==> config.mk <==
export PLATFORM = sky130hd
export DESIGN_NAME = vram_write_arbiter
export DESIGN_NICKNAME = d
export VERILOG_FILES = /design/src/rtl/vram_write_arbiter.sv
export SDC_FILE = /design/constraint.sdc
export NUM_CORES = 1
export LEC_CHECK = 0
export ABC_AREA = 1
export BUFFER_PORTS_ARGS = -buffer_cell sky130_fd_sc_hd__clkbuf_2
export CORE_AREA = 2 2 81 83
export CTS_CLUSTER_SIZE = 20
export DETAILED_ROUTE_END_ITERATION = 6
export DIE_AREA = 0 0 83 85
export PLACE_DENSITY = 0.78
export RECOVER_POWER = 50
export REMOVE_ABC_BUFFERS = 1
export SYNTH_ARGS = -nofsm -noshare
export SYNTH_HDL_FRONTEND = slang
export SYNTH_SLANG_ARGS = --single-unit
==> constraint.sdc <==
create_clock -name write_clk -period 2.6 [get_ports write_clk]
set_clock_uncertainty 0.05 [all_clocks]
set_input_delay 0.26 -clock write_clk [delete_from_list [all_inputs] [get_ports write_clk]]
set_output_delay 0.26 -clock write_clk [all_outputs]
set_load 0.005 [all_outputs]
==> src/rtl/vram_write_arbiter.sv <==
`default_nettype none
// ==========================================================================
// vram_write_arbiter: round-robin arbiter for the VRAM write port, with an
// optional full-screen clear engine built when VRAM_ARB_CLEAR_EN is defined. Rev 1.0
// ==========================================================================
module vram_write_arbiter #(
  parameter int NREQ      = 3,
  parameter int ADDR_W    = 17,
  parameter int DATA_W    = 12,
  parameter int PIX_COUNT = 76800
) (
  input  logic                     write_clk,
  input  logic                     reset_n,
  input  logic [NREQ-1:0]          req_valid,
  input  logic [NREQ*ADDR_W-1:0]   req_addr,
  input  logic [NREQ*DATA_W-1:0]   req_data,
  output logic [NREQ-1:0]          req_ready,
  input  logic                     clear_start,
  input  logic [DATA_W-1:0]        clear_color,
  output logic                     clear_busy,
  output logic                     clear_done,
  output logic                     oob_err,
  output logic [ADDR_W-1:0]        write_addr,
  output logic [DATA_W-1:0]        write_data,
  output logic                     write_en
);

  localparam int                IDX_W    = $clog2(NREQ);
  localparam logic [IDX_W-1:0]  LAST_RST = IDX_W'(NREQ - 1);
  localparam logic [ADDR_W:0]   PIX_LIM  = (ADDR_W + 1)'(PIX_COUNT);

  logic [IDX_W-1:0]  last;
  logic [IDX_W:0]    cand;
  logic              found;
  logic [IDX_W-1:0]  win_idx;
  logic [ADDR_W-1:0] win_addr;
  logic [DATA_W-1:0] win_data;
  logic              win_in_range;
  logic              accept;

  logic              clear_block;
  logic              clear_wr;
  logic              clear_last;
  logic [ADDR_W-1:0] clear_addr;
  logic [DATA_W-1:0] clear_data;

  // Rotating search starting just after the most recent winner.
  always_comb begin
    cand    = '0;
    found   = 1'b0;
    win_idx = '0;
    for (int k = 1; k <= NREQ; k++) begin
      cand = {1'b0, last} + (IDX_W + 1)'(k);
      if (cand >= (IDX_W + 1)'(NREQ)) begin
        cand = cand - (IDX_W + 1)'(NREQ);
      end
      if (!found && req_valid[cand[IDX_W-1:0]]) begin
        found   = 1'b1;
        win_idx = cand[IDX_W-1:0];
      end
    end
  end

  always_comb begin
    win_addr  = '0;
    win_data  = '0;
    req_ready = '0;
    for (int i = 0; i < NREQ; i++) begin
      if (win_idx == IDX_W'(i)) begin
        win_addr     = req_addr[i*ADDR_W +: ADDR_W];
        win_data     = req_data[i*DATA_W +: DATA_W];
        req_ready[i] = found && !clear_block;
      end
    end
  end

  assign accept       = |req_ready;
  assign win_in_range = ({1'b0, win_addr} < PIX_LIM);

`ifdef VRAM_ARB_CLEAR_EN
  typedef enum logic [0:0] {
    IDLE  = 1'b0,
    CLEAR = 1'b1
  } state_t;

  localparam logic [ADDR_W-1:0] CLR_LAST = ADDR_W'(PIX_COUNT - 1);

  state_t            state;
  state_t            state_next;
  logic              clr_load;
  logic [ADDR_W-1:0] clr_cnt;
  logic [DATA_W-1:0] clr_color;

  always_ff @(posedge write_clk or negedge reset_n) begin
    if (!reset_n) begin
      state <= IDLE;
    end else begin
      state <= state_next;
    end
  end

  // A start request in IDLE pre-empts the requesters in the same cycle.
  always_comb begin
    state_next  = state;
    clear_block = 1'b0;
    clear_wr    = 1'b0;
    clr_load    = 1'b0;
    case (state)
      IDLE: begin
        if (clear_start) begin
          clear_block = 1'b1;
          clr_load    = 1'b1;
          state_next  = CLEAR;
        end
      end
      CLEAR: begin
        clear_block = 1'b1;
        clear_wr    = 1'b1;
        if (clr_cnt == CLR_LAST) begin
          state_next = IDLE;
        end
      end
      default: state_next = IDLE;
    endcase
  end

  always_ff @(posedge write_clk or negedge reset_n) begin
    if (!reset_n) begin
      clr_cnt   <= '0;
      clr_color <= '0;
    end else if (clr_load) begin
      clr_cnt   <= '0;
      clr_color <= clear_color;
    end else if (clear_wr) begin
      clr_cnt <= (clr_cnt == CLR_LAST) ? '0 : clr_cnt + 1'b1;
    end
  end

  assign clear_addr = clr_cnt;
  assign clear_data = clr_color;
  assign clear_last = (clr_cnt == CLR_LAST);
  assign clear_busy = (state == CLEAR);
`else
  logic unused_clear_inputs;

  assign unused_clear_inputs = ^{clear_start, clear_color};
  assign clear_block = 1'b0;
  assign clear_wr    = 1'b0;
  assign clear_last  = 1'b0;
  assign clear_addr  = '0;
  assign clear_data  = '0;
  assign clear_busy  = 1'b0;
`endif

  // Write port register; address/data hold whenever no write is issued.
  always_ff @(posedge write_clk or negedge reset_n) begin
    if (!reset_n) begin
      write_addr <= '0;
      write_data <= '0;
      write_en   <= 1'b0;
      clear_done <= 1'b0;
      oob_err    <= 1'b0;
      last       <= LAST_RST;
    end else begin
      write_en   <= 1'b0;
      clear_done <= 1'b0;
      if (clear_wr) begin
        write_addr <= clear_addr;
        write_data <= clear_data;
        write_en   <= 1'b1;
        clear_done <= clear_last;
      end else if (accept) begin
        last <= win_idx;
        if (win_in_range) begin
          write_addr <= win_addr;
          write_data <= win_data;
          write_en   <= 1'b1;
        end else begin
          oob_err <= 1'b1;
        end
      end
    end
  end

endmodule
`default_nettype wire
==> impl_summary.log <==
INFO  metric core_region_area = 6205 um2
INFO  metric yosys_warnings = 0
INFO  metric synth_area = 2325 um2
INFO  metric filler_cell_count = 592
INFO  metric post_drt_wl_per_cell = 12.77 um
INFO  metric holdBufCountCts = 0
INFO  metric rsz_0062_raised_after_global_routing = true
INFO  metric dominant_cell_type_by_count_on_the_critical_path = nand2_1
INFO  metric synth_largest_type_area_fraction = 0.3445
INFO  metric crit_path_start_kind = register
INFO  metric final_period_minus_worst_setup_slack = 2.860 ns
INFO  metric via_count_of_the_first_global_routing_pass = 2801
INFO  metric min_period_over_period = 1.100
INFO  metric insertedDiodeCount = 0
INFO  metric rows = 29
INFO  metric drt-vias-per-instance = 4.887
INFO  metric cpPeakStageDelay = 0.54 ns
INFO  metric fin_util = 0.6088
INFO  metric ant_nets = 0
INFO  metric ys_top_cells_by_area = dfrtp_1, nand2_1, nand3_1, nand4_1, inv_1
INFO  metric crit_slowest_cell = dfstp_2
INFO  metric end_kind = register
INFO  metric status = finished, violations left
INFO  metric cts_buffers = 5
INFO  metric post-dp-hpwl = 5.296 mm
INFO  metric detailedRoute.firstPassIterationCount = 4
INFO  metric setup_slack = -0.2597 ns
INFO  metric overall_routed_net_length = 7.575 mm
INFO  metric synthToLayoutAreaGrowth = 62.49%
INFO  metric largest_net_degree_at_the_start_of_global_routing = 34
INFO  metric critical_setup_path_kind = register to register
INFO  metric hold_class = primary input to register
INFO  metric htreeDepth = 2
INFO  metric dp_slack = -0.3588 ns
INFO  metric postSynthAreaPerCell = 6.586 um2
INFO  metric timing.critical_path.cells = inv_2, ha_4, inv_4, nand2_2, nand3_2, nand2_2, nor2_4, nand3_4, nand2_8, buf_8, nand2_1, nand3_2, inv_2, o21ai_4, nand3_4, buf_12, clkbuf_16, nand2_1, nand2_1
INFO  metric crit_family = simple AND/OR/NAND/NOR gates
INFO  metric grt_first_pass_wirelength = 12.55 mm
INFO  metric cp_data_arrival_time = 2.98 ns
INFO  metric cts.sinks = 33
INFO  metric total_die_area = 7055 um2
INFO  metric chipWidth = 83 um
INFO  metric failing_checks = max-capacitance violations, max-slew violations, negative setup slack
INFO  metric grt_antenna_before_repair = 0
INFO  metric drive_gt1_frac = 0.4748
INFO  metric gp_congestion = 0.7898
INFO  metric grt_use_total = 0.2152
INFO  metric timing.fmax = 349.7 MHz
INFO  metric buffer_ports.inserted = 125
INFO  metric ys_seq_area_frac = 0.3558
INFO  metric worst_slew_margin_rel = -0.1480
INFO  metric final-max-slew-violation-count = 34
INFO  metric ioPinCount = 141
INFO  metric tritoncts_clock_tree = built
INFO  metric fin_nets = 623
INFO  metric drtIter0Drc = 104
INFO  metric grt.overflow.total = 0
INFO  metric floorplan.initialDensity = 0.3747
INFO  metric cap_viol_max_count = 1
INFO  metric clkTransAtPathRegs = 0.07 ns
INFO  metric ys_ff_latch = 33
INFO  metric yosys.area.top_type = dfrtp_1
INFO  metric clock_tree.root_cell = clkbuf_8
INFO  metric cp_max_fo = 7
INFO  metric post_synth_inst_count = 353
INFO  metric vias = 2898
INFO  metric cts_buffer_depth = 2
INFO  metric tightest_slew = 1.722 ns
INFO  metric timing_hold_violations_final = 0
INFO  metric drc_errors = 0
INFO  metric synthDistinctLibCells = 24
INFO  metric clk-insertion-delay-late = 0.28 ns
INFO  metric finalSetupViolations = 32
INFO  metric crit_buf_inv = 6
INFO  metric die_h = 85 um
INFO  metric critical_path_required = 2.72 ns
-- stage by stage --
stage               setup TNS [ns]  instance area [um2]  hold WS (ns)  cells
floorplan                   -49.61                 2181      -0.08559    328
global placement            -8.656                 3223        0.3466    566
detailed placement          -10.75                 3223        0.3515    566
CTS                         -4.813                 3555       0.04482    582
global route                -12.11                 3777        0.3260    593
finish                      -7.458                 3777        0.3033    593
-- cell usage in the layout, fill, tap and decap left out, types with 7 or more instances in the layout --
cell type / synthesis / layout
buf_4: 5 / 41
clkbuf_2: 0 / 123
dfrtp_1: 32 / 32
inv_1: 26 / 21
inv_2: 4 / 7
nand2_1: 145 / 117
nand2_2: 2 / 23
nand3_1: 63 / 59
nand4_1: 29 / 29
-- layout make-up --
class                           instances  area, um2  area share
Clock buffer                            7      86.33     0.02286
Timing Repair inverter                  1      6.256    0.001656
Timing Repair Buffer                  179       1175      0.3110
Sequential cell                        33      827.0      0.2189
Inverter                               30      122.6     0.03246
Multi-Input combinational cell        265       1434      0.3796
Clock inverter                          1      30.03    0.007950
Tap cell                               77      96.34     0.02551
-- path summary, 6_finish.rpt --
kind / slack (ns) / cells past startpoint / end / startpoint
min reg2reg: 0.42 / 2 / write_data[11] / write_data[11]
max: -0.26 / 19 / write_addr[7] / last[1]
min in group asynchronous: 0.37 / 1 / write_addr[16] / reset_n
max reg2reg: -0.26 / 19 / write_addr[7] / last[1]
min: 0.30 / 5 / write_addr[0] / req_addr[17]
max in group asynchronous: 1.13 / 1 / write_addr[11] / reset_n
-- worst register-to-register path, delay by kind of cell, from the launching register on --
| kind | cells | cell delay, ns |
|---|---|---|
| and+or+nand+nor | 11 | 1.06 |
| buffers and inverters | 6 | 0.63 |
| DFF | 1 | 0.54 |
| adders and majority gates | 1 | 0.26 |
| AOI/OAI and AO/OA | 1 | 0.20 |
-- kinds of logic (layout without fill, tap and decap cells) --
group | after synthesis | count (layout) | synth area share
other | 1 | 2 | 0.001613
DFF | 33 | 33 | 0.3558
AOI/OAI and AO/OA | 7 | 7 | 0.01992
adders and majority gates | 3 | 3 | 0.01615
and+or+nand+nor | 253 | 253 | 0.4946
buffers and inverters | 56 | 218 | 0.1119
-- layer usage --
layer | track usage | vias up | wire length [um]
met2 | 0.4062 | 113 | 3972
met5 | 0 | - | 0
met1 | 0.2512 | 1310 | 2993
met3 | 0.04377 | 8 | 519
met4 | 0.04769 | 0 | 91
li1 | - | 1467 | -
-- registers in the layout (all words and copies together), names as in the netlist --
name        cells
write_en        1
write_data     12
write_addr     17
oob_err         1
last            2
-- synth_stat cells --
cell type / instances
nand2_1: 145
nand2_2: 2
dfrtp_1: 32
ha_1: 3
nor2_1: 6
or2_0: 1
dfstp_2: 1
buf_1: 1
inv_2: 4
a21oi_2: 2
o21ai_1: 2
nor3_1: 1
nand4_1: 29
buf_6: 3
conb_1: 1
nand3_2: 4
nand3_1: 63
inv_1: 26
nor2_4: 2
o21ai_2: 1
buf_2: 7
clkbuf_1: 10
o21ai_0: 2
buf_4: 5
-- timing repair --
| item | 4_1_cts | 5_1_grt |
|---|---|---|
| setup buffers | 7 | 8 |
| resized for setup | 35 | 34 |
| cloned | 1 | 3 |
| setup endpoints to repair | 34 | 32 |
| pin swaps | 9 | 8 |
Power is left out: the tool's default activity adds up to more than one toggle a clock period on the data nets, which glitch-free logic cannot reach.
